--- src/rtl/fifo_sync.sv ---
// Single-clock FIFO with standard or first-word-fall-through read, occupancy
// count, almost-full/almost-empty thresholds and sticky overflow/underflow flags.
module fifo_sync #(
  parameter int DATA_WIDTH    = 8,
  parameter int PTR_WIDTH     = 4,
  parameter int AFULL_THRESH  = 2**PTR_WIDTH - 2,
  parameter int AEMPTY_THRESH = 2,
  parameter int FWFT          = 0
) (
  input  logic                  aclk,
  input  logic                  aresetn,
  input  logic                  wr_en,
  input  logic [DATA_WIDTH-1:0] data_wr,
  input  logic                  rd_en,
  output logic [DATA_WIDTH-1:0] data_rd,
  output logic                  rd_valid,
  output logic                  full,
  output logic                  empty,
  output logic                  almost_full,
  output logic                  almost_empty,
  output logic [PTR_WIDTH:0]    count,
  output logic                  oflow,
  output logic                  uflow,
  input  logic                  clr_flags
);

  localparam int                 DEPTH    = 2**PTR_WIDTH;
  localparam logic [PTR_WIDTH:0] CNT_ONE  = (PTR_WIDTH+1)'(1);
  localparam logic [PTR_WIDTH:0] CNT_FULL = (PTR_WIDTH+1)'(DEPTH);
  localparam logic [PTR_WIDTH:0] CNT_AF   = (PTR_WIDTH+1)'(AFULL_THRESH);
  localparam logic [PTR_WIDTH:0] CNT_AE   = (PTR_WIDTH+1)'(AEMPTY_THRESH);

  logic [DATA_WIDTH-1:0] mem [DEPTH];

  logic [PTR_WIDTH:0] wr_ptr_reg, wr_ptr_next;
  logic [PTR_WIDTH:0] rd_ptr_reg, rd_ptr_next;
  logic [PTR_WIDTH:0] count_reg, count_next;
  logic               full_reg, empty_reg;
  logic               afull_reg, aempty_reg;
  logic               oflow_reg, oflow_next;
  logic               uflow_reg, uflow_next;
  logic               wr_ok, rd_ok;

  logic [PTR_WIDTH-1:0] wr_addr, rd_addr;
  assign wr_addr = wr_ptr_reg[PTR_WIDTH-1:0];
  assign rd_addr = rd_ptr_reg[PTR_WIDTH-1:0];

  // A write into a full FIFO is still accepted when a read frees a slot on
  // the same edge; an empty FIFO never bypasses write data to the reader.
  assign rd_ok = rd_en && !empty_reg;
  assign wr_ok = wr_en && (!full_reg || rd_ok);

  always_comb begin
    wr_ptr_next = wr_ptr_reg;
    rd_ptr_next = rd_ptr_reg;
    count_next  = count_reg;
    if (wr_ok) begin
      wr_ptr_next = wr_ptr_reg + CNT_ONE;
    end
    if (rd_ok) begin
      rd_ptr_next = rd_ptr_reg + CNT_ONE;
    end
    unique case ({wr_ok, rd_ok})
      2'b10:   count_next = count_reg + CNT_ONE;
      2'b01:   count_next = count_reg - CNT_ONE;
      default: count_next = count_reg;
    endcase
  end

  // A fresh event outranks a simultaneous clear so it is never lost.
  always_comb begin
    oflow_next = oflow_reg && !clr_flags;
    uflow_next = uflow_reg && !clr_flags;
    if (wr_en && full_reg && !rd_ok) begin
      oflow_next = 1'b1;
    end
    if (rd_en && empty_reg) begin
      uflow_next = 1'b1;
    end
  end

  always_ff @(posedge aclk) begin
    if (wr_ok) begin
      mem[wr_addr] <= data_wr;
    end
  end

  always_ff @(posedge aclk) begin
    if (!aresetn) begin
      wr_ptr_reg <= '0;
      rd_ptr_reg <= '0;
      count_reg  <= '0;
      full_reg   <= 1'b0;
      empty_reg  <= 1'b1;
      afull_reg  <= 1'b0;
      aempty_reg <= 1'b1;
      oflow_reg  <= 1'b0;
      uflow_reg  <= 1'b0;
    end else begin
      wr_ptr_reg <= wr_ptr_next;
      rd_ptr_reg <= rd_ptr_next;
      count_reg  <= count_next;
      full_reg   <= (count_next == CNT_FULL);
      empty_reg  <= (count_next == '0);
      afull_reg  <= (count_next >= CNT_AF);
      aempty_reg <= (count_next <= CNT_AE);
      oflow_reg  <= oflow_next;
      uflow_reg  <= uflow_next;
    end
  end

  generate
    if (FWFT != 0) begin : g_fwft
      // Head word is always on the bus; rd_en only pops it.
      assign data_rd  = mem[rd_addr];
      assign rd_valid = !empty_reg;
    end else begin : g_std
      logic [DATA_WIDTH-1:0] data_rd_reg;
      logic                  rd_valid_reg;

      always_ff @(posedge aclk) begin
        if (!aresetn) begin
          data_rd_reg  <= '0;
          rd_valid_reg <= 1'b0;
        end else begin
          rd_valid_reg <= rd_ok;
          if (rd_ok) begin
            data_rd_reg <= mem[rd_addr];
          end
        end
      end

      assign data_rd  = data_rd_reg;
      assign rd_valid = rd_valid_reg;
    end
  endgenerate

  assign full         = full_reg;
  assign empty        = empty_reg;
  assign almost_full  = afull_reg;
  assign almost_empty = aempty_reg;
  assign count        = count_reg;
  assign oflow        = oflow_reg;
  assign uflow        = uflow_reg;

endmodule

--- config.mk ---
export PLATFORM = sky130hd
export DESIGN_NAME = fifo_sync
export DESIGN_NICKNAME = d
export VERILOG_FILES = /design/src/rtl/fifo_sync.sv
export SDC_FILE = /design/constraint.sdc
export NUM_CORES = 1
export LEC_CHECK = 0
export BUFFER_PORTS_ARGS = -buffer_cell sky130_fd_sc_hd__buf_2
export CAP_MARGIN = 40
export CORE_MARGIN = 4
export CORE_UTILIZATION = 60
export CTS_CLUSTER_DIAMETER = 120
export DETAILED_ROUTE_END_ITERATION = 10
export PLACE_DENSITY_LB_ADDON = 0.1
export SLEW_MARGIN = 20
export SYNTH_ARGS = -nofsm -noshare
export SYNTH_HDL_FRONTEND = slang
export SYNTH_SLANG_ARGS = --single-unit
--- constraint.sdc ---
create_clock -name aclk -period 3.46 [get_ports aclk]
set_input_delay 0.173 -clock aclk [delete_from_list [all_inputs] [get_ports aclk]]
set_output_delay 0.173 -clock aclk [all_outputs]
set_load 0.05 [all_outputs]
==> results by group <==
Route
  – Wire length per cell: 21.3 um
  – DR DRC count: 0
  – 1st-iter DRT viols: 249
  – Drt pass-1 iters: 4
  – Via count: 3278
  – Drt via density: 5.81
  – Routed Antenna Nets: 0
  – Routed WL: 12.0 mm

Critical path
  – Reg2reg setup slack: 520 ps
  – Critical path type: reg2reg
  – Worst-path fanout max: 9
  – Startpoint types: flop
  – Worst R2R End: full$_SDFF_PN0_
  – Crit path capture type: flop
  – Critical R2R Launch: empty$_SDFF_PN1_
  – WP data arrival: 3380 ps
  – Worst Path Required: 3900 ps
  – Worst reg2reg path depth: 11

Min path
  – HP Class: in2reg
  – Hold Path Stages: 1
  – Hold EP: mem[5][3]$_DFFE_PP_
  – Hold path start: data_wr[3]

Timing
  – Slew at the pin with the worst max-slew slack: 788 ps
  – Final Max Slew Viols: 0
  – Fin crit period: 2940 ps
  – Fmax: 340 MHz
  – Setup TNS after final layout: 0 ps
  – Unrepaired setup endpoints after global routing: false
  – Final Hold Fails: 0
  – Period utilization: 0.851
  – Final setup fails: 0
  – Slew headroom: 0.474
  – Clk_skew: 8.71 ps

Placement
  – Hpwl dp: 7.65 mm
  – Port-buffer cells: 32
  – RePlAce Congestion: 0.814
  – Area after DPL: 6580 um^2
  – Dpl cells: 524

Logic synthesis
  – Main flop type after synthesis: edfxtp_1
  – Yosys warns: 0
  – Synthesized area per cell: 17.3 um^2
  – Syn_nets: 383
  – EDFF count, synth: 128
  – Seq/Total Area, Yosys: 0.705
  – Count of cell types in the netlist: 44
  – Post-synth top area share: 0.615
  – Synth area leader: edfxtp_1
  – Mapped Area: 6250 um^2
  – Synth top area cells: edfxtp_1 (62%), dfxtp_1 (9.0%), mux4_2 (8.3%)
  – Flops & latches, synth: 156
  – Asr flop ratio synth: 0
  – Synth Instances: 362

Power
  – Leakage: 0.00255 uW
  – Max VDD drop: 0.000354 V
  – Power Total: 4640 uW
  – P per Cell Area: 643 nW/um^2

Clocking
  – Total CTS buffers: 17
  – Clk_lat worst skew: 520 ps
  – CTS Buffer Depth: 2
  – CTS Root Cell: clkbuf_8
  – CTS tree: done
  – Clock Pin Slew Worst Setup and Hold Paths: 60 ps
  – H-tree Lvls: 4
  – Post-CTS resize count: 0
  – Clk sinks: 156

Global routing
  – First-pass GRT wire length: 18.9 mm
  – Vias in the first global route: 3337
  – Largest net degree at the start of global routing: 34
  – Number of antenna violations at the first check in global routing: 0
  – Global Route Usage Sum: 0.224
  – GR Overflow Total: 0

Status
  – Status: finished, final reports clean

Floorplanning
  – Row count: 36
  – Core area: 9950 um^2
  – Die ar.: 12100 um^2
  – Io pins: 33
  – Chip height: 110 um
  – Die Wd: 110 um
  – Initial core utilization: 0.628

Layout
  – Multi-input gate area: 1670 um^2
  – Layout Nets: 439
  – Most common cell after layout, fill and taps aside: edfxtp_1
  – Fraction of layout cells with a size suffix above 1: 0.269
  – Synth-to-Final Area Change: 15.5%
  – Post-route insts no fill: 564
  – Final Cell Area: 7220 um^2
  – Most frequent cells in the layout: edfxtp_1 (128), nor2_1 (36), buf_2 (32)
  – Inserted Diodes: 0
  – Fillers: 618
  – Register area: 4410 um^2
  – Max reg flops: 128

Job
  – Maxcap violations: 0
stage by stage:
step / hold slack, ps / utilization / setup WS [ps]
3_5_place_dp: 404 / 0.661 / 578
5_1_grt: 19.3 / 0.725 / 301
3_3_place_gp: 400 / 0.654 / 717
4_1_cts: 11.9 / 0.723 / 526
2_1_floorplan: 238 / - / 478
6_report: 31.1 / 0.725 / 517
cells in the mapped netlist, drive strengths merged (3+ instances only):
cell type	instances
xor2	9
xnor2	4
nor3	4
a22oi	15
mux4	32
nor2b	3
nor2	37
nand2	12
nand2b	4
nor3b	3
dfxtp	28
clkbuf	11
edfxtp	128
ha	8
o21ai	3
a21oi	20
inv	8
buf	11
worst max path at each step:
stage	startpoint	to	slack (ps)	cells past startpoint
finish	empty$_SDFF_PN1_	full$_SDFF_PN0_	520	11
floorplan	empty$_SDFF_PN1_	almost_empty$_SDFF_PN1_	480	13
global placement	empty$_SDFF_PN1_	almost_empty$_SDFF_PN1_	720	11
global route	empty$_SDFF_PN1_	empty$_SDFF_PN1_	300	11
CTS	empty$_SDFF_PN1_	full$_SDFF_PN0_	530	11
detailed placement	empty$_SDFF_PN1_	full$_SDFF_PN0_	580	11
cells by family (layout without fill, tap and decap cells):
group | Yosys count | after routing | synth area share
adders and majority gates | 8 | 8 | 0.0160
xor gates and xnor gates | 13 | 13 | 0.0182
AOI/OAI and AO/OA | 48 | 48 | 0.0517
muxes | 35 | 35 | 0.126
DFF | 156 | 156 | 0.705
buffers and inverters | 30 | 99 | 0.0280
and+or+nand+nor | 72 | 72 | 0.0557
power breakdown:
group / switching, uW / internal (uW)
Clock: 721 / 1050
Combinational: 410 / 278
Sequential: 79.0 / 2100
Total: 1210 / 3430
routing by layer:
| metal | track usage | vias up | part of all wire |
|---|---|---|---|
| met2 | 0.360 | 100 | 0.50 |
| met4 | 0.0766 | 0 | 0.010 |
| met1 | 0.307 | 1643 | 0.43 |
| met3 | 0.0501 | 12 | 0.053 |
| met5 | 0 | - | 0 |
| li1 | - | 1523 | - |
timing repair:
action	4_1_cts	5_1_grt
buffers inserted	0	0
endpoints found under the hold margin	6	0
hold buffers	5	0
area by class of cell:
| cell class | instances | area share |
|---|---|---|
| clock buffers | 19 | 0.0598 |
| inverters | 8 | 0.00416 |
| flip-flops and latches | 156 | 0.610 |
| clock inverters | 13 | 0.0192 |
| well taps | 133 | 0.0231 |
| multi-input cells | 176 | 0.231 |
| repair buffers | 59 | 0.0520 |
critical path, cell delays in order, from the launching register on:
cell      delay, ps
dfxtp_1         330
nand2b_1        180
a21boi_2        400
inv_1           130
ha_1            310
xor2_1          180
ha_1            200
or3b_1          360
a32oi_1         240
xnor2_1         170
nand2_1         130
nor3b_1         210
Power figures use the tool's default switching activity.
